===== config.mk =====
export PLATFORM = sky130hd
export DESIGN_NAME = other_unit_seq
export DESIGN_NICKNAME = d
export VERILOG_FILES = /design/src/rtl/other_unit_seq.sv
export SDC_FILE = /design/constraint.sdc
export NUM_CORES = 1
export LEC_CHECK = 0
export CAP_MARGIN = 5
export CORE_UTILIZATION = 45
export CTS_BUF_LIST = sky130_fd_sc_hd__clkbuf_8
export DETAILED_ROUTE_END_ITERATION = 10
export GPL_ROUTABILITY_DRIVEN = 1
export PLACE_DENSITY = 0.86
export SLEW_MARGIN = 15
export SYNTH_ARGS = -nofsm -noshare
export SYNTH_HDL_FRONTEND = slang
export SYNTH_SLANG_ARGS = --single-unit

===== constraint.sdc =====
create_clock -name clk_i -period 2 [get_ports clk_i]
set_input_delay 0.3 -clock clk_i [delete_from_list [all_inputs] [get_ports clk_i]]
set_output_delay 0.3 -clock clk_i [all_outputs]
set_load 0.01 [all_outputs]

===== src/rtl/other_unit_seq.sv =====
// Registered "other" ALU sub-unit: single-cycle LUI/SLT/SLTU plus iterative
// CLZ/CLO that scans CLZ_STEP bits per cycle, MSB first, with early exit.
module other_unit_seq #(
   parameter int WIDTH     = 32,
   parameter int CLZ_STEP  = 4,
   parameter int IMM_SHIFT = 16
) (
   input  logic             clk_i,
   input  logic             rst_ni,
   input  logic             start_i,
   input  logic [2:0]       op_i,
   input  logic [WIDTH-1:0] a_i,
   input  logic [WIDTH-1:0] b_i,
   output logic             ready_o,
   output logic             done_o,
   output logic [WIDTH-1:0] result_o,
   output logic             equal_o,
   output logic             small_o
);

   localparam int CW = $clog2(WIDTH + 1);

   localparam logic [2:0] OP_LUI  = 3'b000;
   localparam logic [2:0] OP_SLT  = 3'b010;
   localparam logic [2:0] OP_SLTU = 3'b011;
   localparam logic [2:0] OP_CLZ  = 3'b100;
   localparam logic [2:0] OP_CLO  = 3'b101;

   localparam logic [CW-1:0] LAST_COUNT = CW'(WIDTH - CLZ_STEP);
   localparam logic [CW-1:0] STEP_CNT   = CW'(CLZ_STEP);

   typedef enum logic {
      S_IDLE,
      S_SCAN
   } state_t;

   state_t             state_q;
   logic [WIDTH-1:0]   shift_q;
   logic [CW-1:0]      count_q;
   logic               target_q;
   logic [WIDTH-1:0]   result_q;
   logic               equal_q;
   logic               small_q;
   logic               done_q;

   logic [CLZ_STEP-1:0] chunk_d;
   logic                hit_d;
   logic [CW-1:0]       hit_pos_d;
   logic                last_chunk_d;
   logic                slt_lt_d;
   logic                sltu_lt_d;
   logic                eq_d;
   logic [WIDTH-1:0]    lui_d;

   // Scan-chunk search: index of the first target bit, counted from the chunk MSB.
   always_comb begin
      chunk_d   = shift_q[WIDTH-1 -: CLZ_STEP];
      hit_d     = 1'b0;
      hit_pos_d = '0;
      for (int i = CLZ_STEP - 1; i >= 0; i--) begin
         if (!hit_d && (chunk_d[i] == target_q)) begin
            hit_d     = 1'b1;
            hit_pos_d = CW'(CLZ_STEP - 1 - i);
         end
      end
   end

   assign last_chunk_d = (count_q == LAST_COUNT);
   assign slt_lt_d     = ($signed(a_i) < $signed(b_i));
   assign sltu_lt_d    = (a_i < b_i);
   assign eq_d         = (a_i == b_i);
   assign lui_d        = b_i << IMM_SHIFT;

   always_ff @(posedge clk_i or negedge rst_ni) begin
      if (!rst_ni) begin
         state_q  <= S_IDLE;
         shift_q  <= '0;
         count_q  <= '0;
         target_q <= 1'b0;
         result_q <= '0;
         equal_q  <= 1'b0;
         small_q  <= 1'b0;
         done_q   <= 1'b0;
      end else begin
         done_q <= 1'b0;
         case (state_q)
            S_IDLE: begin
               if (start_i) begin
                  case (op_i)
                     OP_LUI: begin
                        result_q <= lui_d;
                        equal_q  <= 1'b0;
                        small_q  <= 1'b0;
                        done_q   <= 1'b1;
                     end
                     OP_SLT: begin
                        result_q <= WIDTH'(slt_lt_d);
                        equal_q  <= eq_d;
                        small_q  <= slt_lt_d;
                        done_q   <= 1'b1;
                     end
                     OP_SLTU: begin
                        result_q <= WIDTH'(sltu_lt_d);
                        equal_q  <= eq_d;
                        small_q  <= sltu_lt_d;
                        done_q   <= 1'b1;
                     end
                     OP_CLZ, OP_CLO: begin
                        // Operand is latched once; a_i is ignored for the rest of the scan.
                        shift_q  <= a_i;
                        count_q  <= '0;
                        target_q <= (op_i == OP_CLZ);
                        state_q  <= S_SCAN;
                     end
                     default: begin
                        result_q <= '0;
                        equal_q  <= 1'b0;
                        small_q  <= 1'b0;
                        done_q   <= 1'b1;
                     end
                  endcase
               end
            end
            S_SCAN: begin
               if (hit_d) begin
                  result_q <= WIDTH'(count_q + hit_pos_d);
                  equal_q  <= 1'b0;
                  small_q  <= 1'b0;
                  done_q   <= 1'b1;
                  state_q  <= S_IDLE;
               end else if (last_chunk_d) begin
                  result_q <= WIDTH'(count_q + STEP_CNT);
                  equal_q  <= 1'b0;
                  small_q  <= 1'b0;
                  done_q   <= 1'b1;
                  state_q  <= S_IDLE;
               end else begin
                  count_q <= count_q + STEP_CNT;
                  shift_q <= shift_q << CLZ_STEP;
               end
            end
            default: state_q <= S_IDLE;
         endcase
      end
   end

   assign ready_o  = (state_q == S_IDLE);
   assign done_o   = done_q;
   assign result_o = result_q;
   assign equal_o  = equal_q;
   assign small_o  = small_q;

endmodule

==> results of run 1 <==
==> flip-flops by register name (all words and copies together) (netlist names) <==
signal    count
shift_q      32
result_o     23
count_q       4
done_o        1
equal_o       1
small_o       1
state_q       1
target_q      1
==> area by class of cell <==
| cell class | instances | area, um^2 |
|---|---|---|
| clock buffers | 11 | 151 |
| clock inverters | 2 | 8.76 |
| fillers | 550 | 2440 |
| inverters | 38 | 149 |
| multi-input cells | 298 | 2200 |
| flip-flops and latches | 64 | 1600 |
| well taps | 105 | 131 |
| repair buffers | 150 | 1530 |
==> cell usage after synthesis (2+ instances only) <==
library cell / n
and2_1: 2
nand2b_1: 4
a21o_1: 2
xnor2_1: 3
o21a_1: 3
nand2_1: 82
o31ai_1: 5
o21ai_0: 23
a221oi_1: 2
o21ai_1: 19
o22a_1: 2
a21oi_1: 10
buf_4: 10
inv_1: 36
nor2b_1: 2
ha_1: 34
dfrtp_1: 64
clkbuf_2: 2
nand3_1: 27
a211oi_1: 3
nor2_1: 11
mux2i_1: 29
buf_2: 6
nand4_1: 9
buf_6: 5
clkbuf_1: 4
==> worst paths after layout <==
path	start	end	slack [ps]	cells after the start
max	shift_q[29]$_DFFE_PN0P_	result_o[4]$_DFFE_PN0P_	7	8
min	b_i[5]	result_o[21]$_DFFE_PN0P_	240	3
max reg2reg	shift_q[29]$_DFFE_PN0P_	result_o[4]$_DFFE_PN0P_	7	8
min reg2reg	result_o[28]$_DFFE_PN0P_	result_o[28]$_DFFE_PN0P_	470	2
max in group asynchronous	rst_ni	state_q$_DFF_PN0_	1190	3
min in group asynchronous	rst_ni	result_o[27]$_DFFE_PN0P_	490	3
==> power by group <==
part,switching (mW),total (mW),internal [mW],leakage [nW]
clock,0.460,0.949,0.490,0.0883
sequential,0.151,1.66,1.51,0.832
combinational,0.543,1.13,0.586,1.95
total,1.15,3.74,2.58,2.87
==> layer usage <==
layer / part of all wire, % / track usage, % / vias to the layer above / wire length [um]
met1: 39 / 26.7 / 1780 / 4250
met5: 0 / 0 / - / 0
met4: 3.0 / 6.54 / 0 / 326
met3: 6.2 / 6.15 / 40 / 675
li1: - / - / 1704 / -
met2: 52 / 42.0 / 163 / 5710
==> per-stage QoR <==
| stage | std cells | setup TNS [ps] | hold slack [ps] | area, um^2 | utilization (%) |
|---|---|---|---|---|---|
| floorplan | 427 | -20.1 | 4.41 | 3860 | - |
| global placement | 649 | -1280 | 334 | 5190 | 63.1 |
| detailed placement | 649 | -1500 | 337 | 5190 | 63.1 |
| CTS | 663 | 0 | 375 | 5420 | 65.9 |
| global route | 668 | -95.5 | 248 | 5770 | 70.3 |
| finish | 668 | 0 | 241 | 5770 | 70.3 |
==> worst register-to-register path, delay by kind of cell, from the launching register on <==
kind	cells	cell delay, ps
buf+inv	2	200
flops	1	380
compound gates	3	520
simple gates	3	770
==> logic make-up (layout without fill, tap and decap cells) <==
kind of cell    count (synthesis)  in the layout
compound gates                 77             77
xor+xnor                        3              3
fa+ha+maj                      34             34
buf+inv                        65            201
flops                          64             64
mux                            29             29
other cells                     1              9
simple gates                  146            146
==> cell usage in the layout, fill, tap and decap left out, types with 2 or more instances in the layout <==
master and n:
a211oi_2 2, a21o_1 2, a21oi_1 8, a21oi_2 2, a221oi_2 2, and2_1 2
and2_4 2, buf_12 5, buf_4 45, clkbuf_16 2, clkbuf_8 11, clkdlybuf4s50_1 65
clkinv_2 2, conb_1 9, dfrtp_1 63, dlygate4sd2_1 3, dlymetal6s2s_1 27, ha_1 18
ha_4 15, inv_1 25, inv_2 12, mux2i_1 29, nand2_1 82, nand2b_1 4
nand3_1 27, nand4_1 9, nor2_1 10, o21a_1 2, o21ai_0 20, o21ai_1 21
o22a_1 2, o31ai_1 5, xnor2_1 3
==> timing repair <==
item / 4_1_cts / 5_1_grt
hold buffers: 1 / 0
pin swaps: 11 / 24
endpoints found under the hold margin: 64 / 0
gates resized for setup: 14 / 69
endpoints found under the setup margin: 4 / 21
buffers inserted: 0 / 3
cloned: 0 / 2
==> key figures, run 1 <==
Clocking
  • Skew-Pair Late Insertion Delay: about 340 ps
  • Clk buf depth: 2
  • CTS tree: built
  • Root Driver: clkbuf_8
  • Cts bufs inserted: 9
  • CTS Sinks: 64
  • Clock transition at path regs: about 70 ps
  • H-tree Lvls: 3

Floorplanning
  • Die Y: ~94 um
  • DIE WIDTH: 94.2 um
  • Starting density of the core: roughly 47%
  • Top-level I/O count: roughly 110
  • Num rows: 33
  • Die Footprint: between 0.008 and 0.009 mm^2
  • Core area: around 0.0082 mm^2

Global route
  • Vias in the first global route: 3548
  • GRT Total Usage: between 20 and 25%
  • Initial antenna violation count: 0
  • First-pass GRT wire length: between 15000 and 20000 um
  • Gr ovfl total: 0
  • Largest net degree at the start of global routing: between 60 and 70

Synthesis
  • Yosys reg bits: 64
  • Count of different cell masters after synthesis: 46
  • Post-Synth Simple-Gate Area: 17.6%
  • Post-synthesis compound-gate area fraction: 12.5%
  • Mux contribution to synthesized area: under 10%
  • Post-Synth XOR/XNOR Area: 0.686%
  • Yosys warns: 0
  • Cell Area, Synth: ~0.0038 mm^2
  • Main combinational cell family by area after synthesis: simple AND/OR/NAND/NOR gates
  • Synth Area in Adders: approximately 11%
  • Yosys top cell by area: dfrtp_1
  • Top FF cell, synth: dfrtp_1
  • Sequential share of the synthesized area: 41.8%
  • Synth area leaders: dfrtp_1 42%, ha_1 11%, nand2_1 8.0%, mux2i_1 7.6%, inv_1 3.5%
  • Post-synth EDFFs: 0
  • Asr flop ratio synth: between 90% and 100%
  • Post-Syn Instances: around 420
  • Post-synth top area share: a little over two fifths
  • Syn_area_per_cell: 9.13 um^2

Critical path
  • CP endpoint kind: register
  • Delay-heaviest family, CP: simple AND/OR/NAND/NOR gates
  • CP max stage cell: or4b_4
  • WP data arrival: approximately 2200 ps
  • Critical path class: reg -> reg
  • Worst Setup Start Kind: register
  • CP bufs+invs: 2
  • Slowest cell delay on critical path: 560 ps
  • Maximum fanout along the worst path: 6
  • CP Cell Sequence: or4b_4, o22ai_4, a21o_1, o21a_4, inv_6, buf_12, nand3_1, nand2_1
  • Data required time of the worst path: 2220 ps

Finish
  • Total Nets Final: roughly 670
  • Antenna Cells: 0
  • P&R area growth vs syn: 50.9%
  • Ratio of cells with drive above 1 in the final layout: between 20% and 30%

Placement
  • Number of port buffers: 96
  • Final HPWL DP: ~7300 um
  • Dpl ws: -526 ps
  • GP Congestion: approximately 0.83

STA
  • Fin crit period: 1990 ps
  • # setup viols final: 0
  • Fin. max-slew vios: 0
  • Setup Skew: about 7.2 ps
  • Fmax: about 0.5 GHz
  • Final period utilization: around 100%
  • Hold Violations, Final: 0
  • Setup ws final: just over 7 ps

Detailed routing
  • DRT Pass-1 Iters: 5
  • Number of DRC markers in iteration 0: ~280
  • WL final: 11000 um
  • # DRC: 0
  • Vias/cell: approximately 5.5
  • Routed WL per cell: roughly 16 um
  • Final ANT Viol Nets: 0
  • Vias: between 3000 and 4000

Worst hold path
  • HP Class: in -> reg

Run status
  • Status: complete, no violations

Power
  • P per Cell Area: ~650 mW/mm^2
  • Leak Pwr: roughly 2.9 nW
  • Worst VDD drop: roughly 0.50 mV
  • Total Power: 3.74 mW

Flow run
  • Max Cap Viol: 0
Note: power is estimated with default switching activity, not from simulation.
==> run 2: changes to the inputs <==
--- a/config.mk
+++ b/config.mk
@@ -10,7 +10,7 @@
 export CTS_BUF_LIST = sky130_fd_sc_hd__clkbuf_8
 export DETAILED_ROUTE_END_ITERATION = 10
 export GPL_ROUTABILITY_DRIVEN = 1
-export PLACE_DENSITY = 0.86
+export PLACE_DENSITY = 0.78
 export SLEW_MARGIN = 15
 export SYNTH_ARGS = -nofsm -noshare
 export SYNTH_HDL_FRONTEND = slang
==> key figures, run 2 (synthesis gave the netlist of run 1 again) <==
Run status
  • Status: finished, violations left
  • Violated checks: negative setup slack

Critical path
  • CP Depth: 10 (+2)
  • CP Cell Sequence: clkdlybuf4s50_1, inv_1, ha_4, a21oi_2, o21ai_2, a221oi_2, buf_4, and2_4, o221ai_2, o22a_1
  • Worst Setup EP: result_o[0]$_DFFE_PN0P_
  • Maximum fanout along the worst path: 2 (-4)
  • CP max stage cell: clkdlybuf4s50_1
  • R2r setup slk: 20 ps (about the same)
  • Reg2Reg Launch Point: shift_q[29]$_DFFE_PN0P_
  • Critical path class: in -> reg
  • Worst flop-to-flop path endpoint: shift_q[22]$_DFFE_PN0P_
  • Crit path from: b_i[25]
  • Slowest cell delay on critical path: 470 ps (-90 ps)
  • CP endpoint kind: register
  • Delay-heaviest family, CP: compound AO/OA/AOI/OAI gates
  • Data required time of the worst path: 2230 ps (about the same)
  • CP bufs+invs: 3 (+1)
  • WP data arrival: 2230 ps (about the same)
  • Worst Setup Start Kind: input port
  • R2R depth: 8 (unchanged)

Clocking
  • Skew-Pair Late Insertion Delay: 340 ps (about the same)
  • Clock transition at path regs: 70 ps (about the same)
  • H-tree Lvls: 3 (unchanged)
  • Clk buf depth: 2 (unchanged)
  • Root Driver: clkbuf_8
  • CTS Sinks: 64 (unchanged)
  • CTS tree: built
  • Cts bufs inserted: 9 (unchanged)

Power
  • Leak Pwr: 2.78 nW (-3.1%)
  • Worst VDD drop: 0.336 mV (-33%)
  • P per Cell Area: 652 mW/mm^2 (+0.77%)
  • Total Power: 3.76 mW (+0.64%)

STA
  • Fmax: 0.499 GHz (-0.64%)
  • Hold Violations, Final: 0 (unchanged)
  • RSZ-0062 raised after global routing: yes
  • Setup Skew: 7.82 ps (+0.606 ps)
  • # setup viols final: 1 (+1)
  • Fin crit period: 2010 ps (+12.9 ps)
  • Setup ws final: -5.81 ps (-12.9 ps)
  • Final period utilization: 100% (+0.65 points)
  • Fin. max-slew vios: 0 (unchanged)

Finish
  • Largest register FFs: 32 (unchanged)
  • Commonest non-fill, non-tap cell in the layout: nand2_1
  • Total Nets Final: 665 (unchanged)
  • Fin util: 70.2% (-0.091 points)
  • P&R area growth vs syn: 50.7%
  • Most flops, register: shift_q
  • Ratio of cells with drive above 1 in the final layout: 21.1% (+0.18 points)
  • Commonest cells after routing, fill and taps aside: 78 x nand2_1, 75 x clkdlybuf4s50_1, 63 x dfrtp_1
  • Filler instances: 596 (+8.4%)
  • Antenna Cells: 0 (unchanged)

Detailed routing
  • Vias/cell: 5.33 (-3.4%)
  • Number of DRC markers in iteration 0: 170 (-39%)
  • # DRC: 0 (unchanged)
  • Routed WL per cell: 16.0 um (-2.6%)
  • WL final: 10700 um (-2.6%)
  • Final ANT Viol Nets: 0 (unchanged)
  • DRT Pass-1 Iters: 4 (-1)
  • Vias: 3563 (-3.4%)

Worst hold path
  • HP Class: in -> reg
  • Hold Crit Depth: 3 (unchanged)

Placement
  • Final HPWL DP: 7360 um (+1.4%)
  • GP Congestion: 0.882 (+5.8%)
  • Number of port buffers: 96 (unchanged)

Global route
  • Vias in the first global route: 3576 (+0.79%)
  • Initial antenna violation count: 0 (unchanged)
  • GRT Total Usage: 23.6% (+0.38 points)
  • First-pass GRT wire length: 16100 um (+1.4%)
  • Largest net degree at the start of global routing: 65 (unchanged)
  • Gr ovfl total: 0 (unchanged)

Floorplanning
  • Top-level I/O count: 106 (unchanged)
  • Die Footprint: 0.00888 mm^2 (unchanged)
  • Core area: 0.00822 mm^2 (unchanged)
  • Starting density of the core: 46.6% (unchanged)
  • DIE WIDTH: 94.2 um (unchanged)
  • Die Y: 94.2 um (unchanged)
  • Num rows: 33 (unchanged)

Flow run
  • Max Cap Viol: 0 (unchanged)
[run 2: worst min-delay path by stage]
stage | from | endpoint
after floorplan | rst_ni | count_q[2]$_DFFE_PN0P_
after CTS | b_i[7] | result_o[23]$_DFFE_PN0P_
final | b_i[1] | result_o[17]$_DFFE_PN0P_
after detailed placement | rst_ni | shift_q[12]$_DFFE_PN0P_
after global routing | b_i[1] | result_o[17]$_DFFE_PN0P_
after global placement | rst_ni | shift_q[14]$_DFFE_PN0P_
[run 2: cell type report]
| type | instances | area (um^2) | area share [%] |
|---|---|---|---|
| repair buffers | 150 | 1470 | 25.6 |
| inverters | 38 | 146 | 2.54 |
| flip-flops and latches | 64 | 1600 | 27.8 |
| clock inverters | 2 | 8.76 | 0.152 |
| multi-input cells | 298 | 2250 | 39.1 |
| clock buffers | 11 | 151 | 2.63 |
| well taps | 105 | 131 | 2.28 |
[run 2: through the flow]
| step | instance area, um^2 | std cells | setup slack (ps) | hold slack [ps] | TNS (ps) |
|---|---|---|---|---|---|
| after global routing | 5770 | 668 | -60.7 | 238 | -243 |
| after global placement | 5180 | 649 | -477 | 349 | -1290 |
| after detailed placement | 5180 | 649 | -536 | 349 | -1470 |
| after CTS | 5420 | 663 | 1.07 | 360 | 0 |
| after floorplan | 3860 | 427 | -20.1 | 4.41 | -20.1 |
| final | 5770 | 668 | -5.81 | 240 | -5.81 |
[run 2: worst min-delay path: stages]
cell	delay (ps)
dlymetal6s2s_1	110
nand3_1	70
nand2_1	60
[run 2: layer usage]
metal	share of wire, %	up-vias	GRT usage [%]
met2	53	117	41.4
met1	40	1728	28.4
met5	0	-	0
met3	5.0	17	3.96
li1	-	1701	-
met4	1.6	0	10.1
[run 2: power breakdown]
| group | internal, mW | switching, mW | total, mW |
|---|---|---|---|
| logic | 0.591 | 0.536 | 1.13 |
| registers | 1.51 | 0.153 | 1.66 |
| clock network | 0.491 | 0.483 | 0.974 |
[run 2: repair_timing]
action                                  CTS  global route
hold buffers                              1             0
pin swaps                                 8            26
endpoints found under the hold margin    64             0
gates resized for setup                  18            65
cloned                                    0             1
buffers inserted                          0             5
endpoints found under the setup margin    4            20
